**src/rtl/div32_seq_pkg.sv**
```systemverilog
// Shared types and constants for the sequential restoring divider.
package div32_seq_pkg;

  typedef enum logic [1:0] {
    IDLE = 2'b00,
    BUSY = 2'b01,
    DONE = 2'b10
  } state_t;

  localparam int unsigned    DIV_W         = 32;
  localparam logic [4:0]     DIV_ITER_LAST = 5'd31;
  localparam logic [31:0]    DZ_QUOTIENT   = 32'hFFFF_FFFF;

  // Two's-complement negation; 0x8000_0000 maps onto itself, which is what
  // both the magnitude conversion and the overflow result rely on.
  function automatic logic [DIV_W-1:0] neg_w(input logic [DIV_W-1:0] v);
    logic signed [DIV_W-1:0] s;
    s = v;
    return DIV_W'(-s);
  endfunction

endpackage

```
**src/rtl/div32_seq_sub33.sv**
```systemverilog
// 33-bit subtractor a - b as a + ~b + 1, with borrow = ~carry_out.
module sub33 (
  input  logic [32:0] a,
  input  logic [32:0] b,
  output logic [32:0] diff,
  output logic        borrow
);
  logic carry;

  assign {carry, diff} = {1'b0, a} + {1'b0, ~b} + 34'd1;
  assign borrow        = ~carry;

endmodule

```
**src/rtl/div32_seq.sv**
```systemverilog
// Sequential 32-bit restoring divider, one quotient bit per cycle.
// Signed mode is compiled in only when DIV_SIGNED_EN is defined.
module div32_seq
  import div32_seq_pkg::*;
(
  input  logic             clk,
  input  logic             reset_n,
  input  logic             op_start,
  input  logic             op_clear,
  input  logic             i_signed,
  input  logic [DIV_W-1:0] dividend,
  input  logic [DIV_W-1:0] divisor,
  output logic [DIV_W-1:0] quotient,
  output logic [DIV_W-1:0] remainder,
  output logic             done,
  output logic             busy,
  output logic             dz,
  output logic             ov
);

  state_t           state;
  logic [4:0]       count;
  logic [DIV_W-1:0] rem_acc, quo_acc, dvsr;
  logic [DIV_W-1:0] rem_nxt, quo_nxt;
  logic [DIV_W:0]   diff;
  logic             borrow;
  logic             neg_q, neg_r, ov_pend;
  logic             accept;

  logic [DIV_W-1:0] dvd_mag, dvs_mag;
  logic             sgn_q, sgn_r, ov_det;
  logic             unused_diff_msb;

  assign unused_diff_msb = diff[DIV_W];

  always_comb begin
    dvd_mag = dividend;
    dvs_mag = divisor;
    sgn_q   = 1'b0;
    sgn_r   = 1'b0;
    ov_det  = 1'b0;
`ifdef DIV_SIGNED_EN
    if (i_signed) begin
      dvd_mag = dividend[DIV_W-1] ? neg_w(dividend) : dividend;
      dvs_mag = divisor[DIV_W-1]  ? neg_w(divisor)  : divisor;
      sgn_q   = dividend[DIV_W-1] ^ divisor[DIV_W-1];
      sgn_r   = dividend[DIV_W-1];
      ov_det  = (dividend == 32'h8000_0000) && (divisor == 32'hFFFF_FFFF);
    end
`endif
  end

`ifndef DIV_SIGNED_EN
  logic unused_sgn;
  assign unused_sgn = i_signed;
`endif

  sub33 u_sub33 (
    .a      ({rem_acc, quo_acc[DIV_W-1]}),
    .b      ({1'b0, dvsr}),
    .diff   (diff),
    .borrow (borrow)
  );

  // One restoring step: keep R on borrow, otherwise take the difference.
  assign rem_nxt = borrow ? {rem_acc[DIV_W-2:0], quo_acc[DIV_W-1]} : diff[DIV_W-1:0];
  assign quo_nxt = {quo_acc[DIV_W-2:0], ~borrow};
  assign accept  = op_start && !op_clear && (state == IDLE || state == DONE);

  // Datapath stage: iteration registers, no reset needed.
  always_ff @(posedge clk) begin
    if (accept) begin
      rem_acc <= '0;
      quo_acc <= dvd_mag;
      dvsr    <= dvs_mag;
    end else if (state == BUSY) begin
      rem_acc <= rem_nxt;
      quo_acc <= quo_nxt;
    end
  end

  // Control stage: FSM and registered outputs.
  always_ff @(posedge clk or negedge reset_n) begin
    if (!reset_n) begin
      state     <= IDLE;
      count     <= '0;
      quotient  <= '0;
      remainder <= '0;
      done      <= 1'b0;
      busy      <= 1'b0;
      dz        <= 1'b0;
      ov        <= 1'b0;
      neg_q     <= 1'b0;
      neg_r     <= 1'b0;
      ov_pend   <= 1'b0;
    end else if (op_clear) begin
      state     <= IDLE;
      count     <= '0;
      quotient  <= '0;
      remainder <= '0;
      done      <= 1'b0;
      busy      <= 1'b0;
      dz        <= 1'b0;
      ov        <= 1'b0;
      ov_pend   <= 1'b0;
    end else begin
      case (state)
        IDLE, DONE: begin
          if (op_start) begin
            count   <= '0;
            ov      <= 1'b0;
            neg_q   <= sgn_q;
            neg_r   <= sgn_r;
            ov_pend <= ov_det;
            if (divisor == '0) begin
              state     <= DONE;
              done      <= 1'b1;
              busy      <= 1'b0;
              dz        <= 1'b1;
              quotient  <= DZ_QUOTIENT;
              remainder <= dividend;
            end else begin
              state <= BUSY;
              done  <= 1'b0;
              busy  <= 1'b1;
              dz    <= 1'b0;
            end
          end
        end
        BUSY: begin
          count <= count + 5'd1;
          if (count == DIV_ITER_LAST) begin
            state     <= DONE;
            busy      <= 1'b0;
            done      <= 1'b1;
            ov        <= ov_pend;
            quotient  <= neg_q ? neg_w(quo_nxt) : quo_nxt;
            remainder <= neg_r ? neg_w(rem_nxt) : rem_nxt;
          end
        end
        default: state <= IDLE;
      endcase
    end
  end

endmodule

```
**config.mk**
```make
export PLATFORM = sky130hd
export DESIGN_NAME = div32_seq
export DESIGN_NICKNAME = d
export VERILOG_FILES = /design/src/rtl/div32_seq_pkg.sv /design/src/rtl/div32_seq_sub33.sv /design/src/rtl/div32_seq.sv
export SDC_FILE = /design/constraint.sdc
export NUM_CORES = 1
export LEC_CHECK = 0
export ABC_AREA = 1
export BUFFER_PORTS_ARGS = -buffer_cell sky130_fd_sc_hd__buf_2
export CAP_MARGIN = 5
export CORE_MARGIN = 5
export CORE_UTILIZATION = 24
export DETAILED_ROUTE_END_ITERATION = 10
export PLACE_DENSITY = 0.45
export SETUP_SLACK_MARGIN = 0.02
export SKIP_CTS_REPAIR_TIMING = 1
export SYNTH_ARGS = -nofsm -noshare
export SYNTH_HDL_FRONTEND = slang
export SYNTH_SLANG_ARGS = --single-unit
```
**constraint.sdc**
```tcl
create_clock -name clk -period 2.25 [get_ports clk]
set_input_delay 0.3375 -clock clk [delete_from_list [all_inputs] [get_ports clk]]
set_output_delay 0.3375 -clock clk [all_outputs]
set_load 0.02 [all_outputs]
```
==> impl_metrics.csv <==
group,metric,value,unit
run_status,status,"finished, violations left",
run_status,failed_checks,"setup timing",
detailed_routing,drt_pass1_iterations,5,
worst_setup_path,crit_path_start_kind,"flip-flop",
timing,period_share,1.004,
timing,whs,0.08806,ns
grt,gr-usage-met3,0.02555,
worst_setup_path,cp.depth,15,
floorplan,die_area,44620,um^2
power_and_ir_drop,power_density,1161,nW/um^2
flow_run,cap_viol_max_count,0,
worst_hold_path,worstHoldPathCells,1,
floorplan,initial_core_util,0.2435,
timing,finalSetupTns,-0.01557,ns
synthesis,ys_seq_elements,170,
timing,max_slew_margin,0.5951,
grt,grt_max_degree,59,
detailed_routing,ant_nets,0,
placed_design,dp_hpwl,25.10,mm
timing,period_minus_slack,2.259,ns
clock_tree,cts_sinks,170,
detailed_routing,drt_iter0_markers,532,
floorplan,die_y,211.2,um
clock_tree,clk_path_buf_depth,2,
floorplan,core,39910,um^2
worst_setup_path,end_kind,"flip-flop",
clock_tree,numCtsBuffers,17,
worst_setup_path,path_common_cell,"nand2_2",
grt,gr-usage-met2,0.2151,
grt,grt-ovfl-total,0,
synthesis,synth_area_leaders,"nand2_1, edfxtp_1, dfrtp_1, inv_1, dfxtp_1",
placed_design,dp.cells,2044,
synthesis,synth.distinct_cells,44,
placed_design,routabilityCongestion,0.8835,
synthesis,syn_nets,1447,
clock_tree,cts_tree,"built",
detailed_routing,drt_wl_total,32.33,mm
worst_setup_path,slowest_stage,"dfxtp_2",
timing,setup_viol,2,
final_layout,drive_gt1_frac,0.2832,
timing,max_freq,0.4427,GHz
placed_design,io_buffers,134,
worst_setup_path,critPathTopFamily,"simple AND/OR/NAND/NOR gates",
final_layout,post-route-util,0.3212,
worst_setup_path,cp_slowest_stage_delay,0.36,ns
placed_design,dp_slack,-0.2199,ns
grt,grt_use_total,0.1421,
synthesis,synth_area,9719,um^2
clock_tree,htreeDepth,4,
timing,worst_pin_slew,0.6065,ns
timing,rsz0062_at_grt,"yes",
placed_design,place_area,11520,um^2
synthesis,synth_top_cell_area_share,0.2352,
detailed_routing,drc,0,
worst_hold_path,holdCritPathClass,"in -> reg",
worst_setup_path,worstPathRequired,2.62,ns
detailed_routing,wire_per_inst,15.47,um
power_and_ir_drop,ir_worst_vdd,0.4587,mV
grt,grt_pass1_vias,8787,
clock_tree,insertion_delay,0.44,ns
detailed_routing,via_per_inst,4.275,
worst_setup_path,crit_chain,"ha_1 > nand2_1 > inv_2 > nand2_2 > nand3_2 > a21oi_2 > nor2_2 > nor2_4 > nand2_8 > nor2_8 > clkbuf_16 > nand2_2 > nand3_2 > nand2_2 > nand2_1",
grt,antenna_found_initial,0,
grt,grt_pass1_wl,49.93,mm
final_layout,instances_no_fill,2089,
timing,finClkSkew,0.01121,ns
timing,slew_viol_final,0,
detailed_routing,vias,8931,
worst_setup_path,cp_max_fo,7,
synthesis,syn_avg_cell_area,7.237,um^2
power_and_ir_drop,p_total,14.89,mW
synthesis,yosysSeqAreaShare,0.4542,
grt,use_met1,0.2135,
floorplan,die_x,211.2,um
clock_tree,cts_root_buf,"clkbuf_16",
synthesis,yosysWarnings,0,
worst_setup_path,crit_buf_inv,2,
timing,setup_ws,-0.008652,ns
worst_setup_path,arrival,2.63,ns
power_and_ir_drop,p_leak,6.769,nW
final_layout,design_area,12820,um^2
final_layout,nNetsFinal,1655,
synthesis,synth_top_cell_by_area,"nand2_1",
final_layout,n_antenna_cell,0,
final_layout,area_growth,31.93,%
grt,top_usage_layer,"met2",
worst_setup_path,rr_worst_depth,15,
worst_setup_path,path_class,"reg -> reg",
timing,finalHoldViolations,0,
floorplan,rows,73,
clock_tree,clkSlewWorstSetupHoldPaths,0.07,ns
floorplan,ios,137,
synthesis,netlist_instances,1343,
==> worst register-to-register path: stages (launching register included) <==
cell and delay [ns]:
dfxtp_2 0.36, ha_1 0.33, nand2_1 0.10, inv_2 0.06, nand2_2 0.06, nand3_2 0.10, a21oi_2 0.16, nor2_2 0.07
nor2_4 0.21, nand2_8 0.12, nor2_8 0.20, clkbuf_16 0.20, nand2_2 0.06, nand3_2 0.06, nand2_2 0.05, nand2_1 0.06
==> cells in the mapped netlist, drive strengths merged <==
master  number
a21oi       23
a22o         2
and2         5
and3         1
buf         23
clkbuf      16
conb         1
dfrtp       74
dfxtp       32
edfxtp      64
fa           1
ha          34
inv        181
mux2i        1
nand2      628
nand3      104
nand3b       5
nand4        8
nor2        54
nor3         4
nor3b        1
nor4         9
o211ai       2
o21ai       55
o21bai       1
o22ai        2
xnor2        4
xor2         8
==> registers in the layout, indices dropped and copies added, names as in the netlist, 2 cells and up <==
name / count
quotient: 32
state: 2
remainder: 32
rem_acc: 32
count: 5
quo_acc: 32
dvsr: 32
==> report_power, final <==
part	internal, mW	switching [mW]	leakage (nW)
Sequential	4.26	0.711	1.83
Combinational	2.70	4.38	4.69
Clock	1.44	1.39	0.251
Total	8.40	6.48	6.77
==> per-layer routing <==
metal	part of all wire	vias to the layer above	wire length, um
met5	0	-	0
met4	0.0097	0	315
met3	0.039	16	1270
met2	0.44	146	14180
met1	0.51	4151	16560
li1	-	4618	-
==> kinds of logic after synthesis <==
| group | synth area share |
|---|---|
| xor+xnor | 0.01081 |
| compound gates | 0.04634 |
| flops | 0.4542 |
| mux | 0.001030 |
| other cells | 0.0003858 |
| buf+inv | 0.09204 |
| simple gates | 0.3494 |
| fa+ha+maj | 0.04583 |
==> layout make-up <==
type	count	area, um^2
clock buffers	19	432.9
inverters	181	679.4
flip-flops and latches	170	4433
clock inverters	13	108.9
repair buffers	228	1524
well taps	525	656.9
fillers	4321	27090
multi-input cells	953	4987
==> path summary, 6_finish.rpt <==
path / start / endpoint / slack [ns]
min reg2reg: quotient[26] / quotient[26] / 0.47
max reg2reg: rem_acc[23] / remainder[14] / -0.009
min in group asynchronous: reset_n / count[1] / 0.43
max: rem_acc[23] / remainder[14] / -0.009
max in group asynchronous: reset_n / quotient[23] / 1.20
min: divisor[20] / dvsr[20] / 0.09
==> layout by cell type (no fill, tap or decap), types with 5 or more instances in the layout <==
cell type   instances
edfxtp_1           64
dfxtp_2            15
nor2_1             36
buf_12              6
nand2_1           558
nor2_2             13
ha_4               15
buf_6               5
buf_4              79
nor4_1              8
dfxtp_1            17
inv_2              24
nand3_1            71
nand3_2            33
xor2_1              6
nand2_2            65
ha_1               19
a21oi_1            20
o21ai_1             8
nand3b_1            5
clkbuf_16          19
buf_2             133
inv_1             157
o21ai_0            46
nand4_1             8
dfrtp_1            74
clkinvlp_4          5
Power figures use the tool's default switching activity.
